$ cat config.mk
export PLATFORM = sky130hd
export DESIGN_NAME = text_write_scheduler
export DESIGN_NICKNAME = d
export VERILOG_FILES = /design/src/rtl/text_write_scheduler.sv
export SDC_FILE = /design/constraint.sdc
export NUM_CORES = 1
export LEC_CHECK = 0
export CAP_MARGIN = 40
export CORE_MARGIN = 4
export CORE_UTILIZATION = 52
export DETAILED_ROUTE_END_ITERATION = 10
export HOLD_SLACK_MARGIN = 0.08
export PLACE_DENSITY = 0.76
export RECOVER_POWER = 50
export SETUP_SLACK_MARGIN = 0.3
export SLEW_MARGIN = 40
export SYNTH_ARGS = -nofsm -noshare
export SYNTH_HDL_FRONTEND = slang
export SYNTH_SLANG_ARGS = --single-unit
export TNS_END_PERCENT = 50
$ cat constraint.sdc
create_clock -name clk -period 2.85 [get_ports clk]
set_clock_uncertainty 0.1 [all_clocks]
set_input_delay 0.7125 -clock clk [delete_from_list [all_inputs] [get_ports clk]]
set_output_delay 0.7125 -clock clk [all_outputs]
set_load 0.1 [all_outputs]
$ cat src/rtl/text_write_scheduler.sv
// text_write_scheduler: queues glyph codes, tracks the text cursor and paces one VRAM turn per glyph line into blanking.
// Optional macro TEXT_NEWLINE_EN turns code 63 into a newline instead of an invalid code.
module text_write_scheduler #(
  parameter int CHAR_W     = 8,
  parameter int CHAR_H     = 12,
  parameter int GLYPH_H    = 10,
  parameter int COLS       = 80,
  parameter int ROWS       = 40,
  parameter int FIFO_DEPTH = 16,
  parameter int TURN_GAP   = 4
) (
  input  logic       clk,
  input  logic       rst,
  input  logic       ch_valid_i,
  input  logic [5:0] ch_code_i,
  output logic       ch_ready_o,
  input  logic       blank_i,
  output logic [5:0] let_o,
  output logic [9:0] x_pos_o,
  output logic [8:0] y_pos_o,
  output logic       vram_turn_o,
  output logic       busy_o,
  output logic [6:0] cur_col_o,
  output logic [5:0] cur_row_o,
  output logic [7:0] drop_cnt_o
);
  localparam int AW = $clog2(FIFO_DEPTH);
  localparam int LW = $clog2(GLYPH_H);
  localparam int GW = $clog2(TURN_GAP);
`ifdef TEXT_NEWLINE_EN
  localparam bit NL_EN = 1'b1;
`else
  localparam bit NL_EN = 1'b0;
`endif

  typedef enum logic [2:0] {IDLE, LOAD, WAIT_SLOT, LINE_GAP, ADVANCE} state_t;

  state_t        state_q, state_d;
  logic [5:0]    mem_q [FIFO_DEPTH];
  logic [AW-1:0] wr_q, rd_q;
  logic [AW:0]   cnt_q;
  logic [5:0]    code_q, code_d, let_q, let_d;
  logic [9:0]    x_q, x_d;
  logic [LW-1:0] line_q, line_d;
  logic [GW-1:0] gap_q, gap_d;
  logic          nl_q, nl_d;
  logic [6:0]    col_q, col_d;
  logic [5:0]    row_q, row_d;
  logic [7:0]    drop_q, drop_d;
  logic          push, pop, turn, full, wrap_row;

  assign full     = cnt_q == (AW+1)'(FIFO_DEPTH);
  assign push     = ch_valid_i && ch_ready_o;
  assign wrap_row = nl_q || col_q == 7'(COLS - 1);

  always_ff @(posedge clk) begin
    if (rst) begin
      wr_q  <= '0;
      rd_q  <= '0;
      cnt_q <= '0;
    end else begin
      wr_q  <= wr_q + AW'(push);
      rd_q  <= rd_q + AW'(pop);
      cnt_q <= cnt_q + (AW+1)'(push) - (AW+1)'(pop);
    end
  end

  always_ff @(posedge clk) begin
    if (push) mem_q[wr_q] <= ch_code_i;
  end

  always_comb begin
    state_d = state_q;
    code_d  = code_q;
    let_d   = let_q;
    x_d     = x_q;
    line_d  = line_q;
    gap_d   = gap_q;
    nl_d    = nl_q;
    col_d   = col_q;
    row_d   = row_q;
    drop_d  = drop_q;
    pop     = 1'b0;
    turn    = 1'b0;
    case (state_q)
      IDLE: if (cnt_q != '0) begin
        pop     = 1'b1;
        code_d  = mem_q[rd_q];
        state_d = LOAD;
      end
      LOAD: begin
        nl_d = NL_EN && code_q == 6'd63;
        if (code_q <= 6'd38) begin
          let_d   = code_q;
          x_d     = 10'(col_q) * 10'(CHAR_W);
          line_d  = '0;
          state_d = WAIT_SLOT;
        end else if (NL_EN && code_q == 6'd63) begin
          state_d = ADVANCE;
        end else begin
          drop_d  = drop_q + 8'(drop_q != 8'hFF);
          state_d = IDLE;
        end
      end
      WAIT_SLOT: if (blank_i) begin
        turn    = 1'b1;
        gap_d   = GW'(TURN_GAP - 2);
        state_d = LINE_GAP;
      end
      LINE_GAP: begin
        if (gap_q != '0) gap_d = gap_q - GW'(1);
        else if (line_q == LW'(GLYPH_H - 1)) state_d = ADVANCE;
        else begin
          line_d  = line_q + LW'(1);
          state_d = WAIT_SLOT;
        end
      end
      ADVANCE: begin
        col_d   = wrap_row ? '0 : col_q + 7'd1;
        row_d   = !wrap_row ? row_q : row_q == 6'(ROWS - 1) ? '0 : row_q + 6'd1;
        nl_d    = 1'b0;
        state_d = IDLE;
      end
      default: state_d = IDLE;
    endcase
  end

  always_ff @(posedge clk) begin
    if (rst) begin
      state_q <= IDLE;
      code_q  <= '0;
      let_q   <= '0;
      x_q     <= '0;
      line_q  <= '0;
      gap_q   <= '0;
      nl_q    <= 1'b0;
      col_q   <= '0;
      row_q   <= '0;
      drop_q  <= '0;
    end else begin
      state_q <= state_d;
      code_q  <= code_d;
      let_q   <= let_d;
      x_q     <= x_d;
      line_q  <= line_d;
      gap_q   <= gap_d;
      nl_q    <= nl_d;
      col_q   <= col_d;
      row_q   <= row_d;
      drop_q  <= drop_d;
    end
  end

  // every output is forced low while reset is asserted, even before the first reset edge
  assign ch_ready_o  = !rst && !full;
  assign vram_turn_o = !rst && turn;
  assign busy_o      = !rst && (state_q != IDLE || cnt_q != '0);
  assign let_o       = rst ? '0 : let_q;
  assign x_pos_o     = rst ? '0 : x_q;
  assign y_pos_o     = rst ? '0 : 9'(row_q) * 9'(CHAR_H) + 9'(line_q);
  assign cur_col_o   = rst ? '0 : col_q;
  assign cur_row_o   = rst ? '0 : row_q;
  assign drop_cnt_o  = rst ? '0 : drop_q;
endmodule

==> reports/results.tsv <==
metric	value	unit
hold_violations	0	
antenna_found_initial	0	
violations	setup timing	
dieHeight	125	µm
num_rows	42	
design_area	9880	µm²
cts_made_buffers	17	
synth_edf_count	96	
clk_latency	0.42	ns
status	complete, but fails checks	
slew_violations	0	
crit_required	2.04	ns
rsz0062_at_grt	true	
timing.fmax	301	MHz
antenna_cells	0	
utilization	74.0	%
setup_slack	-0.470	ns
vias	4854	
antenna_left	0	
grt_pass1_vias	5007	
layout_commonest_cell	edfxtp_1	
crit_fanout	3	
fin_crit	3.32	ns
ys_warn_count	0	
path_clk_slew	0.06	ns
synth_area	7130	µm²
area_growth	38.6	%
tightest_slew	0.834	ns
grtUsageTotal	20.4	%
setup_viol	9	
start_kind	register	
avgRoutedWirePerCell	18.5	µm
leakagePower	3.50	nW
syn_inst	562	
clockBufferDepth	2	
gp_congestion	0.798	
cp.arrival	2.51	ns
timing.slew.headroom	44.2	%
io_pins	59	
place.detailed.hpwl	10500	µm
post-place-ws	-0.265	ns
avgSynthCellArea	12.7	µm²
cts_root_buf	clkbuf_16	
drt_first_iter_violations	388	
numPortBuffers	55	
vias_per_cell	5.65	
ys_seq_area_share	57.8	%
vdd.ir_drop.worst	0.677	mV
drive_gt1_share	36.7	%
fin_nets	708	
max_cap_viol_count	0	
synth-seq-cells	158	
placed_area	9020	µm²
numClockSinks	158	
firstDrtPassIters	5	
core	13300	µm²
dieArea	15700	µm²
remaining_drc_errors	0	
routed_wl	15900	µm
grt_max_degree	71	
h-tree-depth	4	
min_period_over_period	116	%
grt_pass1_wl	25600	µm
p_per_area	741	nW/µm²
path_class	reg2out	
crit_path_end_kind	primary output	
cts_tree	done	
overflow	0	
hold_path_class	reg2reg	
total_power	7.32	mW
start_util	53.4	%
layout_common_cells	edfxtp_1 (96), dfxtp_1 (57), buf_4 (56)	
synth-main-ff-cell	edfxtp_1	
ys_types	59	
die_width	125	µm
synthArstFlopShare	0	%
tns	-2.07	ns
[critical path, cell delays in order, from the launching register on]
cell and delay [ns]:
dfxtp_4 0.38, ha_4 0.15, inv_2 0.04, fa_2 0.38
xnor2_2 0.15, or3_4 0.36, a2111o_1 0.38, nand2_8 0.09
buf_12 0.16
[routing by layer]
layer  up-vias  track usage [%]  wire (µm)
met5         -                0          0
met3        32             4.14        768
met4         0             8.48        388
li1       2273                -          -
met2       156             35.8       8330
met1      2393             24.7       6370
[metrics by stage]
stage	hold WS, ns	cells
after floorplan	0.371	564
after global placement	0.380	819
after detailed placement	0.403	819
after CTS	0.419	856
after global routing	0.437	859
final	0.426	859
[synth_stat cells (all sizes together), types with 2 or more instances]
library cell	count	area share, %
nor2b	42	3.7
ha	23	4.0
nand3b	4	0.42
or4	2	0.21
clkbuf	13	0.68
nand2b	7	0.61
xnor2	15	1.8
nor3	11	0.77
mux4	24	7.6
inv	19	1.0
o32ai	2	0.25
o21ai	12	0.84
nand2	20	1.1
nor3b	7	0.88
or3	4	0.35
and3	3	0.26
edfxtp	96	40
dfxtp	62	17
a21oi	24	1.7
a22oi	13	1.4
nand4	6	0.61
o22a	12	1.5
xor2	11	1.4
mux2i	4	0.56
fa	3	0.84
or3b	2	0.25
nor4b	2	0.46
nor2	57	3.0
buf	19	1.5
or2	4	0.35
a211oi	2	0.21
o21a	3	0.32
nand3	12	0.84
a21o	5	0.54
[final cells by class]
class                   instances  area, µm²
clock buffers                  18        429
clock inverters                12        164
fillers                       797       3460
inverters                      19       71.3
multi-input cells             355       3320
flip-flops and latches        158       4140
well taps                     176        220
repair buffers                121       1540
[timing repair]
action	CTS	global route
hold buffers	0	0
resized for setup	43	13
cloned	0	0
setup buffers	7	3
pin swaps	28	12
endpoints found under the setup margin	14	13
[path summary, 6_finish.rpt]
path                                start  cells after the start  slack, ns         end
worst max-delay path             row_q[1]                      8      -0.47  y_pos_o[8]
worst min-delay path            code_q[0]                      1       0.43    let_q[0]
worst max register to register   cnt_q[3]                     13      -0.21    cnt_q[4]
worst min register to register  code_q[0]                      1       0.43    let_q[0]
[state kept, by name (all words and copies together), names as in the netlist]
signal and flops:
let_q 6, mem_q 96, code_q 6, cnt_q 5, gap_q 2, col_q 7
drop_q 8, wr_q 4, row_q 6, state_q 3, rd_q 4, line_q 4
x_q 7
[power breakdown]
group / leakage, nW / switching, mW / internal, mW
clock: 0.282 / 0.885 / 1.38
combinational: 1.85 / 1.31 / 1.01
sequential: 1.37 / 0.126 / 2.62
[kinds of logic (layout without fill, tap and decap cells)]
group,Yosys count,in the layout,synth area share (%)
other,1,3,0.0526
AND/OR/NAND/NOR,190,190,14.6
adder cells (fa/ha/maj),26,26,4.88
buffers and inverters,51,170,3.23
AO/OA/AOI/OAI,82,82,8.07
flip-flops,158,158,57.8
XOR/XNOR,26,26,3.19
multiplexers,28,28,8.14
(Power assumes the default switching activity.)
